==> config.mk <==
export PLATFORM = sky130hd
export DESIGN_NAME = stopwatch_lap_ctrl
export DESIGN_NICKNAME = d
export VERILOG_FILES = /design/src/rtl/stopwatch_pkg.sv /design/src/rtl/stopwatch_lap_fifo.sv /design/src/rtl/stopwatch_lap_ctrl.sv
export SDC_FILE = /design/constraint.sdc
export NUM_CORES = 1
export LEC_CHECK = 0
export ABC_AREA = 1
export ABC_CLOCK_PERIOD_IN_PS = 2700
export CAP_MARGIN = 10
export CORE_UTILIZATION = 55
export CTS_CLUSTER_SIZE = 40
export DETAILED_ROUTE_END_ITERATION = 10
export PLACE_DENSITY_LB_ADDON = 0.12
export SETUP_SLACK_MARGIN = 0.2
export SYNTH_ARGS = -nofsm -noshare
export SYNTH_HDL_FRONTEND = slang
export SYNTH_HIERARCHICAL = 1
export SYNTH_SLANG_ARGS = --single-unit
==> constraint.sdc <==
create_clock -name clk -period 2.7 [get_ports clk]
set_clock_uncertainty 0.2 [all_clocks]
set_input_delay 0.54 -clock clk [delete_from_list [all_inputs] [get_ports clk]]
set_output_delay 0.54 -clock clk [all_outputs]
set_load 0.05 [all_outputs]
==> src/rtl/stopwatch_pkg.sv <==
// Shared definitions for the stopwatch lap controller.
// Contents:
//   status_e  - externally visible status encoding (also the FSM state type)
//   SEC_MAX   - last seconds value before rolling into the next minute
//   SEC_W     - width of the seconds fields
package stopwatch_pkg;

  typedef enum logic [1:0] {
    StIdle      = 2'b00,
    StRunning   = 2'b01,
    StPaused    = 2'b10,
    StSaturated = 2'b11
  } status_e;

  localparam int unsigned SEC_MAX = 59;
  localparam int unsigned SEC_W   = 6;

endpackage

==> src/rtl/stopwatch_lap_fifo.sv <==
// Synchronous FIFO holding captured lap times.
// Parameters: WIDTH (entry width), DEPTH (entries, power of 2, >= 2).
// Ports:
//   clk, rst_n   - clock, asynchronous active-low reset
//   flush        - synchronous empty; overrides push/pop
//   push, wdata  - write request and data
//   pop          - remove head; ignored when empty
//   rdata        - head entry (meaningful while !empty)
//   full, empty  - occupancy flags
// A push while full is accepted only when a pop happens in the same cycle.
module stopwatch_lap_fifo #(
  parameter int unsigned WIDTH = 13,
  parameter int unsigned DEPTH = 4
) (
  input  logic             clk,
  input  logic             rst_n,
  input  logic             flush,
  input  logic             push,
  input  logic [WIDTH-1:0] wdata,
  input  logic             pop,
  output logic [WIDTH-1:0] rdata,
  output logic             full,
  output logic             empty
);

  localparam int unsigned AW = $clog2(DEPTH);

  // Pointers carry one extra wrap bit to tell full from empty.
  logic [AW:0]      wr_ptr_q, rd_ptr_q;
  logic [WIDTH-1:0] mem_q [DEPTH];
  logic             do_push, do_pop;

  assign empty   = (wr_ptr_q == rd_ptr_q);
  assign full    = (wr_ptr_q[AW] != rd_ptr_q[AW]) && (wr_ptr_q[AW-1:0] == rd_ptr_q[AW-1:0]);
  assign do_pop  = pop && !empty;
  assign do_push = push && (!full || do_pop);
  assign rdata   = mem_q[rd_ptr_q[AW-1:0]];

  always_ff @(posedge clk or negedge rst_n) begin
    if (!rst_n) begin
      wr_ptr_q <= '0;
      rd_ptr_q <= '0;
      for (int i = 0; i < int'(DEPTH); i++) begin
        mem_q[i] <= '0;
      end
    end else if (flush) begin
      wr_ptr_q <= '0;
      rd_ptr_q <= '0;
    end else begin
      if (do_push) begin
        mem_q[wr_ptr_q[AW-1:0]] <= wdata;
        wr_ptr_q                <= wr_ptr_q + (AW+1)'(1);
      end
      if (do_pop) begin
        rd_ptr_q <= rd_ptr_q + (AW+1)'(1);
      end
    end
  end

endmodule

==> src/rtl/stopwatch_lap_ctrl.sv <==
// Stopwatch control and timekeeping core: start/stop/clear FSM, one-second tick
// prescaler, minutes:seconds counter and a lap-capture FIFO.
// Optional build macro STOPWATCH_WRAP_EN: when defined, a tick at MAX_MIN:59 wraps
// to 00:00 and the block keeps running (no saturation).
// Ports:
//   clk, rst_n          - clock, asynchronous active-low reset
//   start, stop, clear  - single-cycle command pulses (clear > stop > start)
//   lap, lap_rd         - capture current time / pop lap FIFO head
//   status              - 00 idle, 01 running, 10 paused, 11 saturated
//   minutes, seconds    - elapsed time
//   lap_valid, lap_min, lap_sec, lap_full - lap FIFO head and flags
//   lap_drop            - sticky: a lap was lost to a full FIFO
module stopwatch_lap_ctrl
  import stopwatch_pkg::*;
#(
  parameter int unsigned TICK_DIV  = 100,
  parameter int unsigned MAX_MIN   = 99,
  parameter int unsigned MIN_W     = 7,
  parameter int unsigned LAP_DEPTH = 4
) (
  input  logic             clk,
  input  logic             rst_n,
  input  logic             start,
  input  logic             stop,
  input  logic             clear,
  input  logic             lap,
  input  logic             lap_rd,
  output logic [1:0]       status,
  output logic [MIN_W-1:0] minutes,
  output logic [SEC_W-1:0] seconds,
  output logic             lap_valid,
  output logic [MIN_W-1:0] lap_min,
  output logic [SEC_W-1:0] lap_sec,
  output logic             lap_full,
  output logic             lap_drop
);

  localparam int unsigned       PW         = $clog2(TICK_DIV);
  localparam logic [PW-1:0]     PRESC_LAST = PW'(TICK_DIV - 1);
  localparam logic [MIN_W-1:0]  MIN_LAST   = MIN_W'(MAX_MIN);
  localparam logic [SEC_W-1:0]  SEC_LAST   = SEC_W'(SEC_MAX);

  status_e          state_q, state_d;
  logic [PW-1:0]    presc_q, presc_d;
  logic [MIN_W-1:0] min_q, min_d;
  logic [SEC_W-1:0] sec_q, sec_d;
  logic             drop_q, drop_d;

  logic running, tick, at_max;
  logic lap_push, lap_pop, fifo_full, fifo_empty;
  logic [MIN_W+SEC_W-1:0] fifo_head;

  assign running = (state_q == StRunning);
  assign tick    = running && (presc_q == PRESC_LAST);
  assign at_max  = (min_q == MIN_LAST) && (sec_q == SEC_LAST);

  always_comb begin
    state_d = state_q;
    presc_d = presc_q;
    min_d   = min_q;
    sec_d   = sec_q;
    if (clear) begin
      state_d = StIdle;
      presc_d = '0;
      min_d   = '0;
      sec_d   = '0;
    end else begin
      if (running) begin
        presc_d = tick ? '0 : presc_q + 1'b1;
      end
      if (tick) begin
        if (sec_q < SEC_LAST) begin
          sec_d = sec_q + 1'b1;
        end else if (!at_max) begin
          sec_d = '0;
          min_d = min_q + 1'b1;
        end
`ifdef STOPWATCH_WRAP_EN
        else begin
          sec_d = '0;
          min_d = '0;
        end
`endif
      end
      // stop outranks start, so a stop pulse masks a same-cycle start.
      case (state_q)
        StIdle: begin
          if (!stop && start) state_d = StRunning;
        end
        StRunning: begin
          if (stop) begin
            state_d = StPaused;
          end
`ifndef STOPWATCH_WRAP_EN
          else if (tick && at_max) begin
            state_d = StSaturated;
          end
`endif
        end
        StPaused: begin
          if (!stop && start) state_d = StRunning;
        end
        StSaturated: state_d = StSaturated;
        default:     state_d = StIdle;
      endcase
    end
  end

  // Laps capture the time shown this cycle, before any same-cycle tick.
  assign lap_push = !clear && lap && (state_q == StRunning || state_q == StPaused);
  assign lap_pop  = !clear && lap_rd;
  assign drop_d   = clear ? 1'b0 : (drop_q || (lap_push && fifo_full && !lap_pop));

  always_ff @(posedge clk or negedge rst_n) begin
    if (!rst_n) begin
      state_q <= StIdle;
      presc_q <= '0;
      min_q   <= '0;
      sec_q   <= '0;
      drop_q  <= 1'b0;
    end else begin
      state_q <= state_d;
      presc_q <= presc_d;
      min_q   <= min_d;
      sec_q   <= sec_d;
      drop_q  <= drop_d;
    end
  end

  stopwatch_lap_fifo #(
    .WIDTH (MIN_W + SEC_W),
    .DEPTH (LAP_DEPTH)
  ) u_lap_fifo (
    .clk   (clk),
    .rst_n (rst_n),
    .flush (clear),
    .push  (lap_push),
    .wdata ({min_q, sec_q}),
    .pop   (lap_pop),
    .rdata (fifo_head),
    .full  (fifo_full),
    .empty (fifo_empty)
  );

  assign status    = state_q;
  assign minutes   = min_q;
  assign seconds   = sec_q;
  assign lap_valid = !fifo_empty;
  assign lap_full  = fifo_full;
  assign lap_min   = fifo_head[MIN_W+SEC_W-1:SEC_W];
  assign lap_sec   = fifo_head[SEC_W-1:0];
  assign lap_drop  = drop_q;

endmodule

==> parameters.txt <==
Parameter                              Value

Run status
  Result of the run ... completed

Final layout
  Count of placed standard cells in the final layout, fillers left out ... 725
  Final design utilization ... 69.01%
  Diodes inserted ... 0
  Number of filler cells placed in the layout ... 639
  # nets final ... 639
  Layout-stage area growth over the synthesis result ... 19.13%
  Fin area ... 5112 um2
  Fraction of layout instances using a drive strength above 1 ... 14.70%

Logic synthesis
  Synth unique cells ... 31
  Async S/R FF share, synth ... 100.0%
  Count of mapped cells out of synthesis ... 569
  Synth top cells by count ... sky130_fd_sc_hd__nand2_1 (234), sky130_fd_sc_hd__dfrtp_1 (81), sky130_fd_sc_hd__nor2_1 (54)
  Top post-synthesis cells by area ... sky130_fd_sc_hd__dfrtp_1 (47%), sky130_fd_sc_hd__nand2_1 (20%), sky130_fd_sc_hd__nor2_1 (4.7%), sky130_fd_sc_hd__o21ai_0 (3.6%), sky130_fd_sc_hd__inv_1 (3.5%)
  Share of Yosys cell area claimed by the top area cell type ... 47.23%
  Synthesized netlist net count ... 586
  Synthesized area ... 4292 um2
  Number of enable-type register cells in the synthesized netlist ... 0
  Syn Area/Cell ... 7.542 um2
  Post-synthesis sequential area ratio ... 47.23%
  Synth Warn # ... 6
  Synthesized flop and latch total ... 81
  Prevailing post-synth register cell ... sky130_fd_sc_hd__dfrtp_1
  Dominant cell type by area after synthesis ... sky130_fd_sc_hd__dfrtp_1
  Dominant cell by count in the synthesized netlist ... sky130_fd_sc_hd__nand2_1

Clock tree
  Skew-Pair Late Insertion Delay ... 0.35 ns
  Total number of H-tree levels ... 3
  Clock root buffer master ... sky130_fd_sc_hd__clkbuf_8
  Number of clock sinks ... 81
  CTS Buf Count ... 9
  Worst-case clock buffer depth ... 2
  Clock edge transition at the registers on the reported setup and hold paths ... 0.08 ns
  TritonCTS clock tree ... built

Route
  Initial DRT Pass Iterations ... 5
  Routed length per placed instance ... 15.06 um
  Via count ... 3893
  DR vias/cell ... 5.370
  Final Routed Wirelength ... 10.92 mm
  Number of routed nets with antenna violations ... 0
  Initial DRC count ... 253
  DR DRC count ... 0

Global routing
  GRT Residual Overflow ... 0
  Global-route wire length before repair ... 18.49 mm
  Vias in the first global route ... 3884
  Antenna violations before repair ... 0
  Top Usage Layer GRT ... met2
  Maximum number of pins on one net before global-route repair ... 51
  Combined global-route utilization of all metal layers ... 28.89%
  Met2 track utilization from global routing ... 48.41%
  Met1 layer usage reported by global route ... 38.25%
  Met3 GRT Util ... 3.199%

Floorplan
  Core outline area ... 7408 um2
  Die outline width ... 90.34 um
  Die boundary height ... 90.34 um
  Effective utilization at floorplan ... 57.93%
  Num rows ... 31
  Area enclosed by the die boundary ... 8160 um2
  Number of top-level pins ... 38

Worst hold path
  Hold crit path type ... flip-flop to flip-flop

STA
  RSZ-0062 raised after global routing ... no
  Setup violators final ... 0
  Final critical-path share of the clock period ... 89.28%
  Final-report max-slew violation count ... 0
  Final hold violations ... 0
  Post-route minimum period ... 2.411 ns
  Relative max-transition margin ... 58.60%
  Setup total negative slack ... 0 ns
  Transition time of the tightest slew-check pin ... 0.6203 ns
  Achievable Freq ... 414.8 MHz

Placed design
  DP Area ... 4922 um2
  Detail Placement HPWL ... 7.262 mm
  Input/output buffers ... 37
  Routability congestion estimate ... 0.8991
  Cells after DPL ... 709

Setup path
  CP Class ... flip-flop to output pin
  CP Data Required Time ... 1.96 ns
  Worst path arrival time ... 1.67 ns
  Kind of start point of the critical path ... flip-flop
  Worst-path fanout max ... 11
  Critical path capture point type ... output pin

Power and ir drop
  Power Dens Cells ... 567.7 nW/um2
  Leak ... 2.730 nW
  VDD IR-drop max ... 282.4 uV

Job
  Number of max-cap violations ... 0
sequential cells by signal, summed over array words and instances (netlist names):
register and flops:
status 2, seconds 6, u_lap_fifo/mem_q 52, u_lap_fifo/wr_ptr_q 3, lap_drop 1, presc_q 7
minutes 7, u_lap_fifo/rd_ptr_q 3
layer usage:
layer	part of all wire, %	vias up
met5	0	-
met4	1.7	0
met3	4.0	21
met2	49	113
met1	45	1845
li1	-	1914
final timing paths:
check / start / depth (start not counted) / end / slack, ns
setup / recovery: u_lap_fifo/rd_ptr_q[1] / 4 / lap_sec[2] / 0.29
hold / removal: u_lap_fifo/mem_q[28] / 2 / u_lap_fifo/mem_q[28] / 0.28
setup reg to reg: status[0] / 6 / u_lap_fifo/mem_q[22] / 0.55
hold reg to reg: u_lap_fifo/mem_q[28] / 2 / u_lap_fifo/mem_q[28] / 0.28
max in group asynchronous: rst_n / 3 / u_lap_fifo/mem_q[41] / 1.21
min in group asynchronous: rst_n / 2 / u_lap_fifo/wr_ptr_q[2] / 0.48
kinds of logic after synthesis:
kind of cell	after synthesis	synth area share (%)
xor+xnor	8	1.633
compound gates	53	6.647
flops	81	47.23
buf+inv	62	6.443
simple gates	355	35.13
fa+ha+maj	10	2.915
stage by stage:
stage          worst slack [ns]  total power, mW  hold WS [ns]
2_1_floorplan            0.3852            1.845       0.04441
3_3_place_gp             0.1665            2.093        0.2566
3_5_place_dp             0.1047            2.106        0.2603
4_1_cts                  0.2093            2.917        0.2815
5_1_grt                  0.2042            3.031        0.2992
6_report                 0.2894            2.902        0.2786
worst max-delay path, cell delays in order (launching register included):
cell and delay (ns):
sky130_fd_sc_hd__dfrtp_1 0.51, sky130_fd_sc_hd__buf_4 0.25, sky130_fd_sc_hd__o21ai_0 0.13, sky130_fd_sc_hd__o22ai_2 0.20, sky130_fd_sc_hd__buf_4 0.23
repair_timing:
item	CTS	global route
hold buffers	1	0
setup endpoints to repair	5	5
gates resized for setup	5	4
setup buffers	0	0
endpoints found under the hold margin	31	0
where the power goes:
group,internal [mW],switching (mW)
Combinational,0.260,0.540
Sequential,1.26,0.0367
Clock,0.361,0.450
Total,1.88,1.03
cell usage in the layout (no fill, tap or decap), drive strengths merged, types with 3 or more instances in the layout:
master,count
buf,39
o22ai,13
inv,44
dlygate4sd2,5
xor2,3
clkdlybuf4s50,15
a21oi,4
clkbuf,10
xnor2,5
o21ai,34
nand2,242
clkinv,4
ha,10
nor2,62
nand3,33
nor3,4
dfrtp,81
nand4,12
area by class of cell:
type | count | area (um2) | share of cell area, %
Multi-Input combinational cell | 426 | 2069 | 40.48
Sequential cell | 81 | 2027 | 39.65
Timing Repair Buffer | 61 | 550.5 | 10.77
Inverter | 43 | 163.9 | 3.206
Clock buffer | 10 | 137.6 | 2.692
Tap cell | 99 | 123.9 | 2.423
Clock inverter | 5 | 40.04 | 0.7832
Note: power is estimated with default switching activity, not from simulation.
